==> config.mk <==
export PLATFORM = sky130hd
export DESIGN_NAME = logic_element_cfg_flat
export DESIGN_NICKNAME = d
export VERILOG_FILES = /design/src/rtl/logic_element_cfg_pkg.sv /design/src/rtl/logic_element_cfg_if.sv /design/src/rtl/logic_element_cfg_chain.sv /design/src/rtl/logic_element_cfg.sv /design/src/flat_wrapper.sv
export SDC_FILE = /design/constraint.sdc
export NUM_CORES = 1
export LEC_CHECK = 0
export ABC_CLOCK_PERIOD_IN_PS = 2750
export CAP_MARGIN = 30
export CORE_MARGIN = 2
export CORE_UTILIZATION = 40
export CTS_CLUSTER_SIZE = 28
export DETAILED_ROUTE_END_ITERATION = 16
export HOLD_SLACK_MARGIN = 0.08
export PLACE_DENSITY = 0.67
export REMOVE_ABC_BUFFERS = 1
export SETUP_SLACK_MARGIN = 0.1
export SLEW_MARGIN = 20
export SYNTH_ARGS = -nofsm -noshare
export SYNTH_HDL_FRONTEND = slang
export SYNTH_SLANG_ARGS = --single-unit
==> constraint.sdc <==
create_clock -name clk -period 2.75 [get_ports clk]
set_clock_uncertainty 0.2 [all_clocks]
set_input_delay 0.6875 -clock clk [delete_from_list [all_inputs] [get_ports clk]]
set_output_delay 0.6875 -clock clk [all_outputs]
set_load 0.03 [all_outputs]
==> src/rtl/logic_element_cfg_pkg.sv <==
// Shared definitions for the configurable K-input logic element.
package le_pkg;

  // Full configuration word: 2^K truth-table bits + out_sel + carry_sel.
  function automatic int cfg_width(input int k);
    return (1 << k) + 2;
  endfunction

  // Position of out_sel in the configuration word.
  function automatic int out_sel_idx(input int k);
    return 1 << k;
  endfunction

  // Position of carry_sel in the configuration word.
  function automatic int carry_sel_idx(input int k);
    return (1 << k) + 1;
  endfunction

  // Indices for the default 4-input cell.
  localparam int K_DEFAULT     = 4;
  localparam int OUT_SEL_IDX   = out_sel_idx(K_DEFAULT);
  localparam int CARRY_SEL_IDX = carry_sel_idx(K_DEFAULT);

  typedef enum logic {
    MODE_LOGIC = 1'b0,
    MODE_CARRY = 1'b1
  } carry_mode_e;

endpackage

==> src/rtl/logic_element_cfg_if.sv <==
// Cell-level signal bundle: LUT inputs, carry chain, serial config port, output.
interface logic_element_cfg_if #(parameter int K = 4);
  logic [K-1:0] x;
  logic         carry_in;
  logic         cfg_en;
  logic         cfg_in;
  logic         cfg_out;
  logic         cfg_done;
  logic         ce;
  logic         out;
  logic         carry_out;

  modport master (
    output x, carry_in, cfg_en, cfg_in, ce,
    input  cfg_out, cfg_done, out, carry_out
  );

  modport slave (
    input  x, carry_in, cfg_en, cfg_in, ce,
    output cfg_out, cfg_done, out, carry_out
  );
endinterface

==> src/rtl/logic_element_cfg_chain.sv <==
// Serial configuration shift register with a saturating load counter.
// The first bit shifted in ends in sr[0]; sr[0] also feeds the next cell.
module cfg_shift_chain #(
  parameter int CFG_W = 18
) (
  input  logic             clk,
  input  logic             reset,
  input  logic             cfg_en,
  input  logic             cfg_in,
  output logic [CFG_W-1:0] sr,
  output logic             cfg_out,
  output logic             cfg_done
);
  localparam int              CNT_W   = $clog2(CFG_W + 1);
  localparam logic [CNT_W-1:0] CNT_MAX = CNT_W'(CFG_W);

  logic [CNT_W-1:0] cnt;

  // Shift on enable; the counter stops at CFG_W so extra shifts (daisy chain
  // pass-through) keep cfg_done asserted.
  always_ff @(posedge clk) begin
    if (reset) begin
      sr  <= '0;
      cnt <= '0;
    end else if (cfg_en) begin
      sr <= {cfg_in, sr[CFG_W-1:1]};
      if (cnt != CNT_MAX) cnt <= cnt + 1'b1;
    end
  end

  assign cfg_out  = sr[0];
  assign cfg_done = (cnt == CNT_MAX);
endmodule

==> src/rtl/logic_element_cfg.sv <==
// K-input LUT logic element: serial config chain, optional fast-carry stage,
// clock-enabled output register and comb/registered output select.
module logic_element_cfg
  import le_pkg::*;
#(
  parameter int K = 4
) (
  input  logic                clk,
  input  logic                reset,
  logic_element_cfg_if.slave  bus
);
  localparam int CFG_W = cfg_width(K);
  localparam int LUT_N = 1 << K;
  localparam int OSEL  = out_sel_idx(K);
  localparam int CSEL  = carry_sel_idx(K);

  logic [CFG_W-1:0] sr;
  logic [LUT_N-1:0] lut;
  logic             out_sel;
  carry_mode_e      mode;
  logic             f;
  logic             sum;
  logic             q;

  cfg_shift_chain #(.CFG_W(CFG_W)) u_chain (
    .clk      (clk),
    .reset    (reset),
    .cfg_en   (bus.cfg_en),
    .cfg_in   (bus.cfg_in),
    .sr       (sr),
    .cfg_out  (bus.cfg_out),
    .cfg_done (bus.cfg_done)
  );

  assign lut     = sr[LUT_N-1:0];
  assign out_sel = sr[OSEL];
  assign mode    = carry_mode_e'(sr[CSEL]);

  // LUT lookup and carry stage; while configuring, the partially loaded
  // word must not leak, so out is held low and carry passes straight through.
  always_comb begin
    f             = lut[bus.x];
    sum           = f;
    bus.carry_out = bus.carry_in;
    if (mode == MODE_CARRY) begin
      sum           = f ^ bus.carry_in;
      bus.carry_out = f ? bus.carry_in : bus.x[K-1];
    end
    if (bus.cfg_en) begin
      bus.out       = 1'b0;
      bus.carry_out = bus.carry_in;
    end else begin
      bus.out = out_sel ? q : sum;
    end
  end

  // Output register: captures sum on enabled edges, frozen during config.
  always_ff @(posedge clk) begin
    if (reset) begin
      q <= 1'b0;
    end else if (bus.ce && !bus.cfg_en) begin
      q <= sum;
    end
  end
endmodule
==> src/flat_wrapper.sv <==
// flat-port wrapper written by rule: the top's interface ports become plain ports
module logic_element_cfg_flat import le_pkg::*;
#(
  parameter int K = 4
)
  (clk, reset, bus_x, bus_carry_in, bus_cfg_en, bus_cfg_in, bus_ce, bus_cfg_out, bus_cfg_done, bus_out, bus_carry_out);
  logic_element_cfg_if #(.K(K)) bus_i ();
  input  logic clk;
  input  logic reset;
  input wire logic [$bits(bus_i.x)-1:0] bus_x;
  input wire logic [$bits(bus_i.carry_in)-1:0] bus_carry_in;
  input wire logic [$bits(bus_i.cfg_en)-1:0] bus_cfg_en;
  input wire logic [$bits(bus_i.cfg_in)-1:0] bus_cfg_in;
  input wire logic [$bits(bus_i.ce)-1:0] bus_ce;
  output wire logic [$bits(bus_i.cfg_out)-1:0] bus_cfg_out;
  output wire logic [$bits(bus_i.cfg_done)-1:0] bus_cfg_done;
  output wire logic [$bits(bus_i.out)-1:0] bus_out;
  output wire logic [$bits(bus_i.carry_out)-1:0] bus_carry_out;
  assign bus_i.x = bus_x;
  assign bus_i.carry_in = bus_carry_in;
  assign bus_i.cfg_en = bus_cfg_en;
  assign bus_i.cfg_in = bus_cfg_in;
  assign bus_i.ce = bus_ce;
  assign bus_cfg_out = bus_i.cfg_out;
  assign bus_cfg_done = bus_i.cfg_done;
  assign bus_out = bus_i.out;
  assign bus_carry_out = bus_i.carry_out;
  logic_element_cfg #(.K(K)) u_core (.clk(clk), .reset(reset), .bus(bus_i));
endmodule
# --- After elaboration in Yosys (flattened, before gate mapping) ---
# Index checks and enable logic that the tools add are counted.
word_totals:
  reg_bits: 24
  out_inout_bits: 4
op_classes:
  n_addsub: 1
  order_cmp: 1
  n_eq_ne: 2
  mux: 8
  bitwise: 1
  n_reduce_logical: 3
ops:
  columns: ["operator", "n"]
  rows:
  - ["two-way mux 1 bit", 7]
  - ["adder 5 x 1 -> 5 bit, second input constant", 1]
  - ["equality test 5 bit, second input constant", 1]
  - ["less-than comparator 4 x 5 -> 1 bit, second input constant", 1]
  - ["!= test 5 bit, second input constant", 1]
  - ["binary-select mux 1 bit (select 4 bit)", 1]
  - ["AND reduction 2 bit", 1]
  - ["logical AND 1 bit", 1]
  - ["logical NOT 1 bit", 1]
  - ["XOR 1 bit", 1]

# --- Longest topological paths before layout ---
logic_depth:
  word_depth: 6
  ltp_mapped: 6

# --- Cells and area by module ---
# From an unflattened synthesis, not the netlist that was laid out.
hier_totals:
  cells_unflattened: 101
  hier_area_um2: 1128.6
by_module_without_submodules:
  columns: ["mod", "instances", "cells_per_inst", "area_per_inst_um2", "seq_area_each_um2"]
  rows:
  - ["cfg_shift_chain", 1, 85, 910.9, 460.4]
  - ["logic_element_cfg", 1, 16, 217.7, 20.0]

# --- Least setup slack after synthesis ---
# OpenSTA, ideal clock, no wires.
synth_path:
  path_kind: "in2out"
  from: "input bus_x[2]"
  to: "output bus_out"
  arrival_ns: 2.381
  required_time_ns: 1.862
  slack_ns: -0.518
  path_stages: 4
  path_buffers: 0
  path_cell_list: "mux4_1 -> mux4_2 -> xor2_1 -> a21oi_1"
synth_via:
  elab_chain_len: 6
synth_rtl:
  columns: ["item", "line", "source"]
  rows:
  - ["start, declared", "flat_wrapper.sv:10", "input wire logic [$bits(bus_i.x)-1:0] bus_x;"]
  - ["binary-select mux 1 bit (select 4 bit) (*)", "logic_element_cfg.sv:42", "f = lut[bus.x];"]
  - ["two-way mux 1 bit (not written as such) (*)", "logic_element_cfg.sv:42", null]
  - ["XOR 1 bit", "logic_element_cfg.sv:46", "sum = f ^ bus.carry_in;"]
  - ["two-way mux 1 bit (*)", "logic_element_cfg.sv:45", "if (mode == MODE_CARRY) begin"]
  - ["two-way mux 1 bit (*)", "logic_element_cfg.sv:53", "bus.out = out_sel ? q : sum;"]
  - ["two-way mux 1 bit (*)", "logic_element_cfg.sv:49", "if (bus.cfg_en) begin"]
  - ["end, declared", "flat_wrapper.sv:17", "output wire logic [$bits(bus_i.out)-1:0] bus_out;"]
# Mark *: on every way between the ends. The rest lies on a longest branch, timed or not. The select of a mux whose other input is x is not followed.

# --- Worst setup path in the final report ---
# Ends and elaborated chain as after synthesis.

==> flow_summary.json <==
{
  "design_area_um2": 1440,
  "routed-via-count": 811,
  "seq_area_frac_synth_pct": 44.9,
  "hold_viol_final": 0,
  "crit_slowest_cell": "mux4_2",
  "cts_sinks": 24,
  "power.leakage_uw": 0.000636,
  "min_period_ns": 3.25,
  "ys_warn_count": 0,
  "tritoncts": "built",
  "dp_hpwl_um": 1470,
  "area_delta_synth_final_pct": 34.8,
  "fin_setup_tns_ns": -0.991,
  "synth-async-reset-ratio_pct": 0,
  "vdd_drop_max_uv": 285,
  "io_buffer_count": 13,
  "required_ns": 1.86,
  "cp-end-kind": "output pin",
  "r2r-end": "u_core.q",
  "grt_max_degree": 27,
  "clk_latency_ns": 0.30,
  "viasPerCell": 4.98,
  "wl_per_cell_um": 13.2,
  "crit_cells": 7,
  "endpoint": "bus_out",
  "cp-startpoint": "bus_x[2]",
  "place_area_um2": 1360,
  "grt_pass1_wl_um": 3730,
  "worst_pin_slew_ns": 0.379,
  "setup_viol": 2,
  "postSynthAreaPerCell_um2": 10.7,
  "r2r_start": "u_core.u_chain.sr[15]",
  "place_congestion": 0.756,
  "slowest_delay_ns": 0.52,
  "die_h_um": 55.7,
  "finalCoreUtilization_pct": 57.8,
  "power.total_uw": 611,
  "htree_levels": 1,
  "start_util_pct": 42.8,
  "n_antenna_cell": 0,
  "cts.clk_slew.worst_paths_ns": 0.12,
  "die_w_um": 55.7,
  "synth_cell_type_count": 22,
  "path_buf_inv": 3,
  "cts_root_buf": "clkbuf_4",
  "path_class": "input pin to output pin",
  "timing.final.crit_share_pct": 118,
  "slew_violations": 0,
  "core_um2": 2500,
  "cp_cell_sequence": "buf_12 -> mux4_2 -> mux4_2 -> buf_6 -> xor2_4 -> a21oi_2 -> buf_6",
  "detail-route-antenna-nets": 0,
  "hold_class": "register to register",
  "critPathLaunchType": "input pin",
  "fill_cells": 219,
  "wirelength_um": 2150,
  "rsz0062_at_grt": "true",
  "synth_edf_count": 0,
  "grt_pass1_vias": 785,
  "first_iter_violations": 19,
  "first_pass_iters": 4,
  "fmaxAchievable_mhz": 307,
  "max_slew_margin_pct": 74.7,
  "yosys_most_used_dff": "dfxtp_1",
  "fin_nets": 146,
  "cts_hold_buf": 0,
  "grt_use_total_pct": 15.0,
  "cts_buffers": 3,
  "drive_gt1_share_pct": 29.3,
  "die_area_um2": 3110,
  "rrSetupSlack_ns": 0.33,
  "violations": "setup timing",
  "drc": 0,
  "outcome": "finished, violations left",
  "cap_violations": 0,
  "cp.arrival_ns": 2.37,
  "antenna_found_initial": 0,
  "power.density_nw_per_um2": 423,
  "crit_fanout": 4,
  "synth-seq-cells": 24,
  "finalWorstSetupSlack_ns": -0.504,
  "grt-ovfl-total": 0,
  "rr_worst_depth": 8,
  "cpLargestDelayFamily": "multiplexers",
  "syn_area_um2": 1070,
  "syn_inst": 100,
  "io_pins": 14,
  "clockBufferDepth": 2,
  "rows": 18
}
[layout make-up]
| cell class | instances | area, um2 | share of cell area [%] |
|---|---|---|---|
| multi-input cells | 68 | 574 | 39.8 |
| clock buffers | 4 | 36.3 | 2.51 |
| repair buffers | 34 | 304 | 21.1 |
| flip-flops and latches | 24 | 480 | 33.3 |
| inverters | 3 | 11.3 | 0.780 |
| well taps | 30 | 37.5 | 2.60 |
[cells in the final DEF (no fill, tap or decap)]
cell type / count
a211oi_2: 1
a21oi_1: 2
a21oi_2: 1
a311oi_1: 1
buf_12: 1
buf_4: 20
buf_6: 3
clkbuf_4: 3
clkbuf_8: 1
clkdlybuf4s15_2: 1
clkdlybuf4s50_1: 8
dfxtp_1: 24
dlygate4sd2_1: 1
ha_1: 2
inv_1: 3
mux2_4: 1
mux2i_1: 17
mux4_2: 5
nand2_1: 3
nand2b_1: 1
nand3_1: 1
nand4_1: 2
nand4bb_1: 1
nor2_1: 22
nor2_2: 1
nor2b_1: 1
o21bai_1: 1
xnor2_1: 1
xor2_1: 3
xor2_4: 1
[worst register-to-register path: stages, from the launching register on]
cell and delay (ns):
dfxtp_1 0.35, mux4_2 0.46, mux4_2 0.52, buf_6 0.15
xor2_4 0.15, buf_4 0.13, buf_4 0.12, buf_4 0.12
a211oi_2 0.15
[routing by layer]
metal	global-route usage, %	vias to the layer above	wire, um	share of wire [%]
met1	20.9	385	1070	49
li1	-	412	-	-
met2	23.0	12	1010	47
met3	3.26	2	51	2.4
met5	0	-	0	0
met4	5.23	0	27	1.3
[sequential cells by signal, indices dropped and copies added (netlist names)]
signal and cells:
u_core.u_chain.cnt 5, u_core.q 1, u_core.u_chain.sr 18
[synthesized netlist by cell type (2+ instances only)]
cell type  number  area share, %
xor2_1          4            3.3
ha_1            2            2.3
nand4_1         2            1.2
a21oi_1         3            1.4
buf_1           2           0.70
mux4_1          4            9.8
nand2_1         3            1.1
mux2i_1        17             16
dfxtp_1        24             45
nor2_1         23            8.1
inv_1           3            1.1
clkbuf_1        3            1.1
[what timing repair did]
item                                    4_1_cts  5_1_grt
endpoints found under the hold margin         0        0
endpoints found under the setup margin        4        2
pin swaps                                     2        1
buffers inserted                              1        1
gates cloned                                  0        0
gates resized for setup                      26        4
[logic make-up (layout without fill, tap and decap cells)]
| family | Yosys count | after routing | synth area share, % |
|---|---|---|---|
| AO/OA/AOI/OAI | 6 | 6 | 4.09 |
| XOR/XNOR | 5 | 5 | 4.09 |
| adder cells (fa/ha/maj) | 2 | 2 | 2.34 |
| buffers and inverters | 8 | 41 | 2.80 |
| flip-flops | 24 | 24 | 44.9 |
| multiplexers | 23 | 23 | 28.9 |
| AND/OR/NAND/NOR | 32 | 32 | 13.0 |
[through the flow]
stage               std cells  hold slack, ns  setup slack (ns)
floorplan                  95           0.274            -0.518
global placement          157           0.303             -1.48
detailed placement        157           0.305             -1.54
CTS                       162           0.341            -0.511
global route              163           0.381            -0.548
finish                    163           0.340            -0.504
[power by group]
| group | switching, uW | leakage (uW) | internal, uW |
|---|---|---|---|
| sequential | 4.73 | 0.000194 | 354 |
| combinational | 32.7 | 0.000421 | 38.3 |
| clock | 101 | 0.0000210 | 80.7 |
| total | 138 | 0.000636 | 473 |
[worst min-delay path by stage]
stage / from / to / slack [ns] / cells after the start
finish: u_core.u_chain.cnt[4] / u_core.u_chain.cnt[4] / 0.34 / 2
global placement: u_core.u_chain.cnt[4] / u_core.u_chain.cnt[4] / 0.30 / 2
floorplan: u_core.u_chain.sr[4] / u_core.u_chain.sr[4] / 0.27 / 2
detailed placement: u_core.u_chain.cnt[4] / u_core.u_chain.cnt[4] / 0.30 / 2
CTS: u_core.u_chain.cnt[4] / u_core.u_chain.cnt[4] / 0.34 / 2
global route: u_core.u_chain.sr[16] / u_core.u_chain.sr[16] / 0.38 / 2
Power figures use the tool's default switching activity.
